--- src/rtl/byte_serial_adder_seq.sv ---
// Multi-precision adder sequencer: feeds an external 8-bit ripple-carry adder one byte per
// cycle (LSB first) and assembles the W-bit sum, carry-out and signed overflow for a valid/ready result port.
module byte_serial_adder_seq #(
  parameter int NBYTES = 4
) (
  input  logic                  clk,
  input  logic                  rst,
  input  logic                  start_valid,
  output logic                  start_ready,
  input  logic [8*NBYTES-1:0]   op_a,
  input  logic [8*NBYTES-1:0]   op_b,
  input  logic                  cin,
  output logic [7:0]            add_a,
  output logic [7:0]            add_b,
  output logic                  add_cin,
  input  logic [7:0]            add_s,
  input  logic                  add_cout,
  output logic                  res_valid,
  input  logic                  res_ready,
  output logic [8*NBYTES-1:0]   sum,
  output logic                  cout,
  output logic                  overflow
);

  localparam int W  = 8 * NBYTES;
  localparam int IW = (NBYTES > 1) ? $clog2(NBYTES) : 1;
  localparam logic [IW-1:0] LAST_IDX = IW'(NBYTES - 1);

  typedef enum logic [1:0] {IDLE, RUN, DONE} state_t;

  state_t          state_q, state_d;
  logic [IW-1:0]   idx_q, idx_d;
  logic [W-1:0]    a_q, a_d;
  logic [W-1:0]    b_q, b_d;
  logic            carry_q, carry_d;
  logic [W-1:0]    sum_q, sum_d;
  logic            cout_q, cout_d;
  logic            overflow_q, overflow_d;
  logic [IW+2:0]   bit_off;

  assign bit_off     = {idx_q, 3'b000};
  assign start_ready = (state_q == IDLE) && !rst;
  assign res_valid   = (state_q == DONE);
  assign sum         = sum_q;
  assign cout        = cout_q;
  assign overflow    = overflow_q;

  always_comb begin
    state_d    = state_q;
    idx_d      = idx_q;
    a_d        = a_q;
    b_d        = b_q;
    carry_d    = carry_q;
    sum_d      = sum_q;
    cout_d     = cout_q;
    overflow_d = overflow_q;
    add_a      = 8'h00;
    add_b      = 8'h00;
    add_cin    = 1'b0;
    case (state_q)
      IDLE: begin
        if (start_valid && start_ready) begin
          a_d     = op_a;
          b_d     = op_b;
          carry_d = cin;
          idx_d   = '0;
          sum_d   = '0;
          state_d = RUN;
        end
      end
      RUN: begin
        add_a   = a_q[bit_off +: 8];
        add_b   = b_q[bit_off +: 8];
        add_cin = carry_q;
        sum_d[bit_off +: 8] = add_s;
        carry_d = add_cout;
        if (idx_q == LAST_IDX) begin
          // Sign bits of the top byte decide two's-complement overflow of the full word.
          idx_d      = '0;
          cout_d     = add_cout;
          overflow_d = (add_a[7] == add_b[7]) && (add_s[7] != add_a[7]);
          state_d    = DONE;
        end else begin
          idx_d = idx_q + 1'b1;
        end
      end
      DONE: begin
        if (res_ready) state_d = IDLE;
      end
      default: state_d = IDLE;
    endcase
  end

  always_ff @(posedge clk) begin
    if (rst) begin
      state_q    <= IDLE;
      idx_q      <= '0;
      a_q        <= '0;
      b_q        <= '0;
      carry_q    <= 1'b0;
      sum_q      <= '0;
      cout_q     <= 1'b0;
      overflow_q <= 1'b0;
    end else begin
      state_q    <= state_d;
      idx_q      <= idx_d;
      a_q        <= a_d;
      b_q        <= b_d;
      carry_q    <= carry_d;
      sum_q      <= sum_d;
      cout_q     <= cout_d;
      overflow_q <= overflow_d;
    end
  end

endmodule

--- config.mk ---
export PLATFORM = sky130hd
export DESIGN_NAME = byte_serial_adder_seq
export DESIGN_NICKNAME = d
export VERILOG_FILES = /design/src/rtl/byte_serial_adder_seq.sv
export SDC_FILE = /design/constraint.sdc
export NUM_CORES = 1
export LEC_CHECK = 0
export CAP_MARGIN = 40
export CELL_PAD_IN_SITES_DETAIL_PLACEMENT = 1
export CELL_PAD_IN_SITES_GLOBAL_PLACEMENT = 2
export CORE_MARGIN = 8
export CORE_UTILIZATION = 30
export CTS_CLUSTER_DIAMETER = 100
export CTS_CLUSTER_SIZE = 40
export DETAILED_ROUTE_END_ITERATION = 12
export PLACE_DENSITY_LB_ADDON = 0.25
export SYNTH_ARGS = -nofsm -noshare
export SYNTH_HDL_FRONTEND = slang
export SYNTH_SLANG_ARGS = --single-unit
--- constraint.sdc ---
create_clock -name clk -period 5.25 [get_ports clk]
set_clock_uncertainty 0.05 [all_clocks]
set_input_delay 1.05 -clock clk [delete_from_list [all_inputs] [get_ports clk]]
set_output_delay 1.05 -clock clk [all_outputs]
set_load 0.1 [all_outputs]
==> run summary <==
TritonCTS built the clock tree. Area added between synthesis and finish: 58.5%. The height of the chip came out at 138 µm. The number of buffers on the longest clock path was 2. The all-layer global routing usage was 15.8%.

The run finished with clean final reports. STA classifies the critical path endpoint as an output pin. The most used flip-flop cell after synthesis is sky130_fd_sc_hd__dfxtp_1. The arrival time of data at the critical path endpoint was 2.67 ns; the number of endpoints failing setup at the final stage was 0. 131 I/O pins were placed. The mapped netlist covers 4470 µm². The via count was 3990; the worst reg2reg path depth was 5. The run gives 4 as the first-pass iteration count of the detailed router. The post-cts sizing count is 0.

The worst register-to-register path begins at idx_q[0]. The startpoint of the tightest hold check path is cout. In this run the clock root is driven by a sky130_fd_sc_hd__clkbuf_16. The worst setup path is launched from a register. The number of input and output port buffers inserted is 130, and the max-slew violation total from the final report is 0.

The worst hold path passes through 2 cells. Cells fill 48.7% of the core in the end. The number of clock buffers added by TritonCTS is 9. The TritonCTS sink count is 103. The share of flip-flops with an asynchronous set or reset after synthesis came out at 0%.

The synthesized design contains 0 enable-type register cells. The class of the tightest hold or removal check was reg -> reg. The logs give 0 for the reported max-cap violation count and 3 for the depth of the CTS H-tree.

The tools report the number of nets in the layout as 726. The die covers 19000 µm². After floorplanning, the core was divided into 44 placement rows. Proportion of synthesized chip area in sequential cells: 46.2%. The run gives 0 as the hold buffer count at CTS.

The final wirelength was 14800 µm. The flip-flop and latch count after synthesis is 103. The met2 global-route usage was 26.8%; the effective utilization at floorplan was 30.7%. The area used by sequential logic in the layout is 2060 µm², and the static leakage is 2.58 nW. The final routed wire length divided by cell count came out at 17.9 µm.

The endpoint identified for the worst register-to-register timing path is sum[26]. For the maximum clock frequency, the log shows 266 MHz. Net count after synthesis: 565. The critical path is of the reg -> out type. Yosys mapped the design onto 33 distinct sky130hd cell types. Once detailed placement completed, the half-perimeter wirelength came to 10900 µm. sky130_fd_sc_hd__dfxtp_1 takes more of the synthesized area than any other cell. The final global-route overflow total is 0. For the synthesized netlist cell count, the log shows 481. For the antenna diode count, the log shows 0.

From left edge to right edge, the die measures 138 µm. The final critical path time including I/O delays and setup was 3.77 ns; the largest net degree at the start of global routing was 130. For this run, the number of Yosys warnings is 0.

Measured against its own limit, the worst slew margin works out to 48.1%. STA puts the critical path data required time at 4.15 ns. A synthesized cell averages 9.29 µm². The worst-case IR drop observed on VDD is 143 µV.

The most repeated cell in the gate-level netlist after synthesis is sky130_fd_sc_hd__dfxtp_1. The fraction of layout cells with a size suffix above 1 came out at 15.1%. The share of the synthesized area in the top cell type came out at 46.2%.

Sorting the synthesized cells by how often they occur yields 103 x sky130_fd_sc_hd__dfxtp_1, 73 x sky130_fd_sc_hd__nand2_1, 66 x sky130_fd_sc_hd__nand2b_1. The path with the worst hold slack has its endpoint at cout. In this run, the number of DRC markers left after iteration 0 of detailed routing was 185.

By area the synthesized netlist is led by sky130_fd_sc_hd__dfxtp_1 46%, sky130_fd_sc_hd__nand2b_1 9.2%, sky130_fd_sc_hd__mux4_2 8.1%. The filler cells instantiated in the layout total 1615. The first global-routing pass estimated 24400 µm of wire. The setup slack of the most critical reg-to-reg path is 2.74 ns, and the clock-pin slew on the worst setup and hold paths is 0.07 ns.

The final RePlAce weighted congestion came out at 0.786. For the worst-skew pair, the clock arrives at the later sink with an insertion delay of 0.35 ns. The number of setup buffers added after CTS is 0.

The ratio of final minimum period to clock period was 71.7%; the actual slew at the worst max-slew pin was 0.778 ns. The tools report the number of global-route vias before repair as 4479. The final hold violation count came out at 0. The logs give 14500 µm² for the core footprint and 18.5% for the global-route track usage on met1. Along the worst path, the maximum fanout reaches 26.

The remaining number of nets flagged by the antenna check after routing was 0. Global routing consumed, on the met3 layer, 6.03% of the routing resources. Power per unit of standard cell area: 262 nW/µm². The run gives 1 as the number of antenna violations at the first check in global routing.

For this run, design rule violations remaining after detail routing come to 0. Setup repair after global routing left no endpoint under its margin. The most heavily used metal layer in global routing was met2. The area of the multi-input gates is 2220 µm². In the routed layout, each cell is associated on average with a via count of 4.80. In the final timing run, aggregate negative setup slack is 0 ns.
where the power goes:
| part | switching [mW] | internal [mW] | leakage, nW | total, mW |
|---|---|---|---|---|
| clock | 0.289 | 0.381 | 0.146 | 0.670 |
| combinational | 0.173 | 0.158 | 1.59 | 0.331 |
| sequential | 0.0327 | 0.822 | 0.842 | 0.855 |
| total | 0.495 | 1.36 | 2.58 | 1.86 |
routing by layer:
metal  part of all wire, %  wire (µm)
met5                 0.054          8
met4                  0.94        140
met3                   6.2        922
met1                    43       6410
met2                    50       7360
stage by stage:
stage               hold slack (ns)  total power, mW  setup WS (ns)  cells  area (µm²)
global placement              0.399             1.17           1.47    762        5850
detailed placement            0.409             1.21           1.79    815        6790
global route                  0.440             1.94           1.27    831        7080
CTS                           0.418             1.89           1.40    831        7080
finish                        0.409             1.86           1.48    831        7080
floorplan                     0.389             1.05          0.593    481        4470
critical path: stages, from the launching register on:
cell and delay [ns]:
sky130_fd_sc_hd__dfxtp_2 0.84, sky130_fd_sc_hd__mux4_2 0.64, sky130_fd_sc_hd__and2_1 0.18, sky130_fd_sc_hd__clkdlybuf4s50_1 0.46
sky130_fd_sc_hd__buf_8 0.19
cell families after synthesis:
logic type	after synthesis	share of synthesized area (%)
DFF	103	46.2
AOI/OAI and AO/OA	108	14.3
and+or+nand+nor	209	25.4
buffers and inverters	39	4.37
muxes	16	8.07
adders and majority gates	6	1.68
how the worst max path moves through the flow:
stage,slack [ns],startpoint,cells past startpoint,end
after floorplan,0.59,rst,4,start_ready
after global placement,1.47,idx_q[0],3,add_a[7]
after detailed placement,1.79,idx_q[0],4,add_b[7]
after CTS,1.40,idx_q[0],4,add_b[7]
after global routing,1.27,idx_q[0],4,add_b[7]
final,1.48,idx_q[0],4,add_b[7]
registers in the layout (all words and copies together), names as in the netlist:
register,flops
cout,1
carry_q,1
a_q,32
b_q,32
idx_q,2
state_q,2
overflow,1
sum,32
cells in the final DEF (no fill, tap or decap), types with 5 or more instances in the layout:
cell type	synthesis	final
sky130_fd_sc_hd__nand2_1	73	73
sky130_fd_sc_hd__and2_1	17	17
sky130_fd_sc_hd__clkdlybuf4s50_1	0	128
sky130_fd_sc_hd__buf_16	0	11
sky130_fd_sc_hd__mux4_2	16	16
sky130_fd_sc_hd__buf_8	0	41
sky130_fd_sc_hd__ha_1	6	6
sky130_fd_sc_hd__o21ai_1	13	13
sky130_fd_sc_hd__a21oi_1	5	5
sky130_fd_sc_hd__dfxtp_1	103	102
sky130_fd_sc_hd__clkbuf_16	0	9
sky130_fd_sc_hd__nor2_1	34	34
sky130_fd_sc_hd__nand2b_1	66	66
sky130_fd_sc_hd__o21ai_0	51	51
sky130_fd_sc_hd__a22oi_1	33	33
final cells by class:
| class | instances | share of cell area [%] |
|---|---|---|
| Tap cell | 184 | 3.25 |
| Clock inverter | 4 | 0.636 |
| Sequential cell | 103 | 29.1 |
| Inverter | 3 | 0.159 |
| Clock buffer | 12 | 3.48 |
| Multi-Input combinational cell | 339 | 31.3 |
| Timing Repair Buffer | 186 | 32.0 |
Power figures use the tool's default switching activity.
==> edit 1, RTL diff (same settings) <==
Set the parameter `NBYTES` to 8 (it was 4).
--- a/src/rtl/byte_serial_adder_seq.sv
+++ b/src/rtl/byte_serial_adder_seq.sv
@@ -3,3 +3,3 @@
 module byte_serial_adder_seq #(
-  parameter int NBYTES = 4
+  parameter int NBYTES = 8
 ) (
Interface: changed (resized op_a, op_b and sum); port bits go from 131 to 227. The function was not compared with the original's and may differ.
==> edit 1 against the unedited design <==
Wire length rose by 100%. Setup slack improved by 97 ps. Power increased by 81%. Synthesized area is 93% higher. Sequential cell count grew 97. Sequential power increased by 92%. Utilization down 3.5 points. Final area is 82% higher. Largest power group unchanged. Highest routed layer unchanged.
==> edit 1: results <==
[place]
gp_routability_congestion = 0.712
dpl-instance-area_sq_um = 12400
numPortBuffers = 226
dp_worst_setup_slack_ps = 1940

[logic_synthesis]
yosys.area_share.adder_pct = 0.727
syn-instance-count = 969
synth_cell_type_count = 41
ys_top_cells_by_area = "dfxtp_1, nand2b_1, nand2_1"
net_count_synth = 1116
synth_compound_area_share_pct = 14.2
synth_seq_area_share_pct = 46.6

[clocking]
clock_insertion_delay_worst_skew_ps = 430
htree_levels = 4
numCtsBuffers = 17

[grt]
globalRouteTotalUtil_pct = 17.4
vias_in_the_first_global_route = 8267
groute.layer.met3.usage_pct = 4.71
antenna_found_initial = 3

[power]
combinational_fraction_of_design_power_pct = 14.9
max-vdd-ir-drop_v = 0.000211
switching_share_pct = 27.5
p_sw_uw = 925

[layout]
final_nets = 1357
fillerInstances = 3236
number_of_non_filler_instances_in_the_completed_layout = 1605
layout-drive-gt1-share_pct = 14.0

[drt]
via_count = 7599
routed_wire_length_per_instance_um = 18.6
route.met2.wl_um = 14700
detail_route.wirelength.met1_um = 13100

[worst_setup_path]
critical-path-max-stage-delay_ps = 620
crit_path_max_fanout = 10
critical-path-top-delay-family = "simple AND/OR/NAND/NOR gates"

[status]
run_status = "complete, no violations"
==> edit 1: cell types whose count changed after synthesis, sizes merged, moves of 20 or more <==
cell	delta
o21ai	+64
clkbuf	+28
dfxtp	+97
buf	+20
a21oi	+47
nand2b	+65
nand3b	+24
nand2	+120
==> edit 1: final cells by class <==
| class | count | area, sq um | area share (%) |
|---|---|---|---|
| multi-input cells | 681 | 4170 | 32.4 |
| flip-flops and latches | 200 | 4010 | 31.1 |
| repair buffers | 306 | 3670 | 28.5 |
| well taps | 384 | 480 | 3.73 |
| clock buffers | 17 | 425 | 3.30 |
| clock inverters | 12 | 96.3 | 0.748 |
| inverters | 4 | 15.0 | 0.117 |
| diodes | 1 | 2.50 | 0.0194 |
==> edit 1: final timing paths <==
kind | startpoint | endpoint | slack, ps | cells past startpoint
max | state_q[0] | add_cin | 1580 | 4
min | b_q[25] | b_q[25] | 420 | 2
max reg2reg | idx_q[2] | sum[31] | 2380 | 6
min reg2reg | b_q[25] | b_q[25] | 420 | 2
==> edit 2, RTL diff (config.mk and constraints unchanged) <==
Made on the original files. `b_q` no longer has a reset.
--- a/src/rtl/byte_serial_adder_seq.sv
+++ b/src/rtl/byte_serial_adder_seq.sv
@@ -98,3 +98,2 @@
       a_q        <= '0;
-      b_q        <= '0;
       carry_q    <= 1'b0;
@@ -107,3 +106,2 @@
       a_q        <= a_d;
-      b_q        <= b_d;
       carry_q    <= carry_d;
@@ -115,2 +113,6 @@
 
+  always_ff @(posedge clk) begin
+    b_q <= b_d;
+  end
+
 endmodule
Behaviour: no difference found for any inputs over 10 cycles, from zero or initial values and one cycle with rst high; that may be too few to reach the edited logic, so the function may still have changed.
==> edit 2 against the unedited design <==
Final area decreased by 2.2%. Power about the same. Synthesized area decreased by 4.0%. Maximum frequency decreased by 1.8%. Setup slack got worse by 70 ps. Sequential cell count unchanged. Via count decreased by 14%. Wire length decreased by 11%. Largest power group unchanged.
==> edit 2: results <==
[layout]
layout-drive-gt1-share_pct = 19.4
final_nets = 631
fillerInstances = 1432
diodes = 0

[clocking]
postCtsSetupRepairBufs = 0
cts_buffer_depth = 2
clk_root_buffer_cell = "clkbuf_16"
htree_levels = 3
numCtsBuffers = 9
clock_insertion_delay_worst_skew_ps = 350
worst_setup_hold_path_clk_slew_ps = 70
count_of_instances_resized_after_the_clock_tree_is_built = 0

[status]
run_status = "complete, no violations"

[logic_synthesis]
synth-main-ff-cell = "dfxtp_1"
ys_top_cells_by_area = "dfxtp_1, edfxtp_1, mux4_2"
synth_cell_type_count = 32
number_of_enable_type_register_cells_in_the_synthesized_netlist = 32
synth_seq_area_share_pct = 55.6
synth_compound_area_share_pct = 12.0
postSynth.asyncResetShare_pct = 0
post_synth_xor_area_fraction_pct = 0
yosys.area_share.adder_pct = 1.75
synth.area.mux_share_pct = 8.41
synth-warning-count = 0
net_count_synth = 458
yosys-top-cells-count = "dfxtp_1, nand2_1, nand2b_1"

[place]
dp_worst_setup_slack_ps = 1750
gp_routability_congestion = 0.699
numPortBuffers = 130
hpwlAfterDp_um = 10000

[worst_setup_path]
crit_arrival_ps = 2740
crit_path_max_fanout = 26

[drt]
wl_um = 13300
drt_first_iter_violations = 222
drt_first_pass_iters = 4
via_count = 3434

[grt]
globalRouteTotalUtil_pct = 15.2
vias_in_the_first_global_route = 3837
grt_first_pass_wirelength_um = 21200
antenna_found_initial = 0
grt_start_max_net_pins = 62

[power]
cell_internal_pwr_uw = 1340
max-vdd-ir-drop_v = 0.000211
power.leakage_uw = 0.00250

[timing]
max_slew_headroom_pct = 43.7
final_critical_path_setup_slack_ps = 1410
hold_viol = 0

[min_path]
hp-class = "reg -> reg"
-- edit 2: cell type report --
cell class | instances | area share [%]
multi-input combinational | 242 | 25.0
timing repair buffer | 187 | 33.1
tap | 180 | 3.25
sequential | 103 | 34.4
clock buffer | 9 | 3.25
inverter | 4 | 0.235
clock inverter | 7 | 0.777
-- edit 2: power by group through the flow --
stage	clock network (uW)	registers [uW]	logic (uW)
global placement	0	899	286
global route	696	884	359
detailed placement	0	898	343
CTS	662	880	344
finish	637	879	340
floorplan	0	908	170
-- edit 2: metal layers --
| layer | part of all wire, % | GRT usage, % | vias to the layer above |
|---|---|---|---|
| met1 | 41 | 17.2 | 1670 |
| met2 | 53 | 26.5 | 83 |
| met5 | 0 | 0 | - |
| li1 | - | - | 1667 |
| met3 | 5.0 | 5.01 | 14 |
| met4 | 1.4 | 4.63 | 0 |
-- edit 2: path summary, 6_finish.rpt --
| kind | start | end | slack [ps] | depth (start not counted) |
|---|---|---|---|---|
| max reg2reg | idx_q[0] | sum[24] | 2670 | 5 |
| max | idx_q[0] | add_b[7] | 1410 | 4 |
| min reg2reg | a_q[19] | a_q[19] | 420 | 2 |
| min | a_q[19] | a_q[19] | 420 | 2 |
-- edit 2: cells by family (layout without fill, tap and decap cells) --
logic type,Yosys count,count (layout)
DFF,103,103
buffers and inverters,29,207
adders and majority gates,6,6
AOI/OAI and AO/OA,76,76
muxes,16,16
and+or+nand+nor,144,144
-- edit 2: stage by stage --
stage                     instance area [sq um]  utilization, %  cells
after floorplan                            4290               -    374
after global placement                     5680            40.7    662
after detailed placement                   6650            47.7    716
after CTS                                  6930            49.7    732
after global routing                       6930            49.7    732
final                                      6930            49.7    732
-- edit 2: worst max-delay path: stages, from the launching register on --
cell and delay (ps):
dfxtp_2 890, mux4_2 630, and2_1 210, clkdlybuf4s50_1 470, buf_8 190
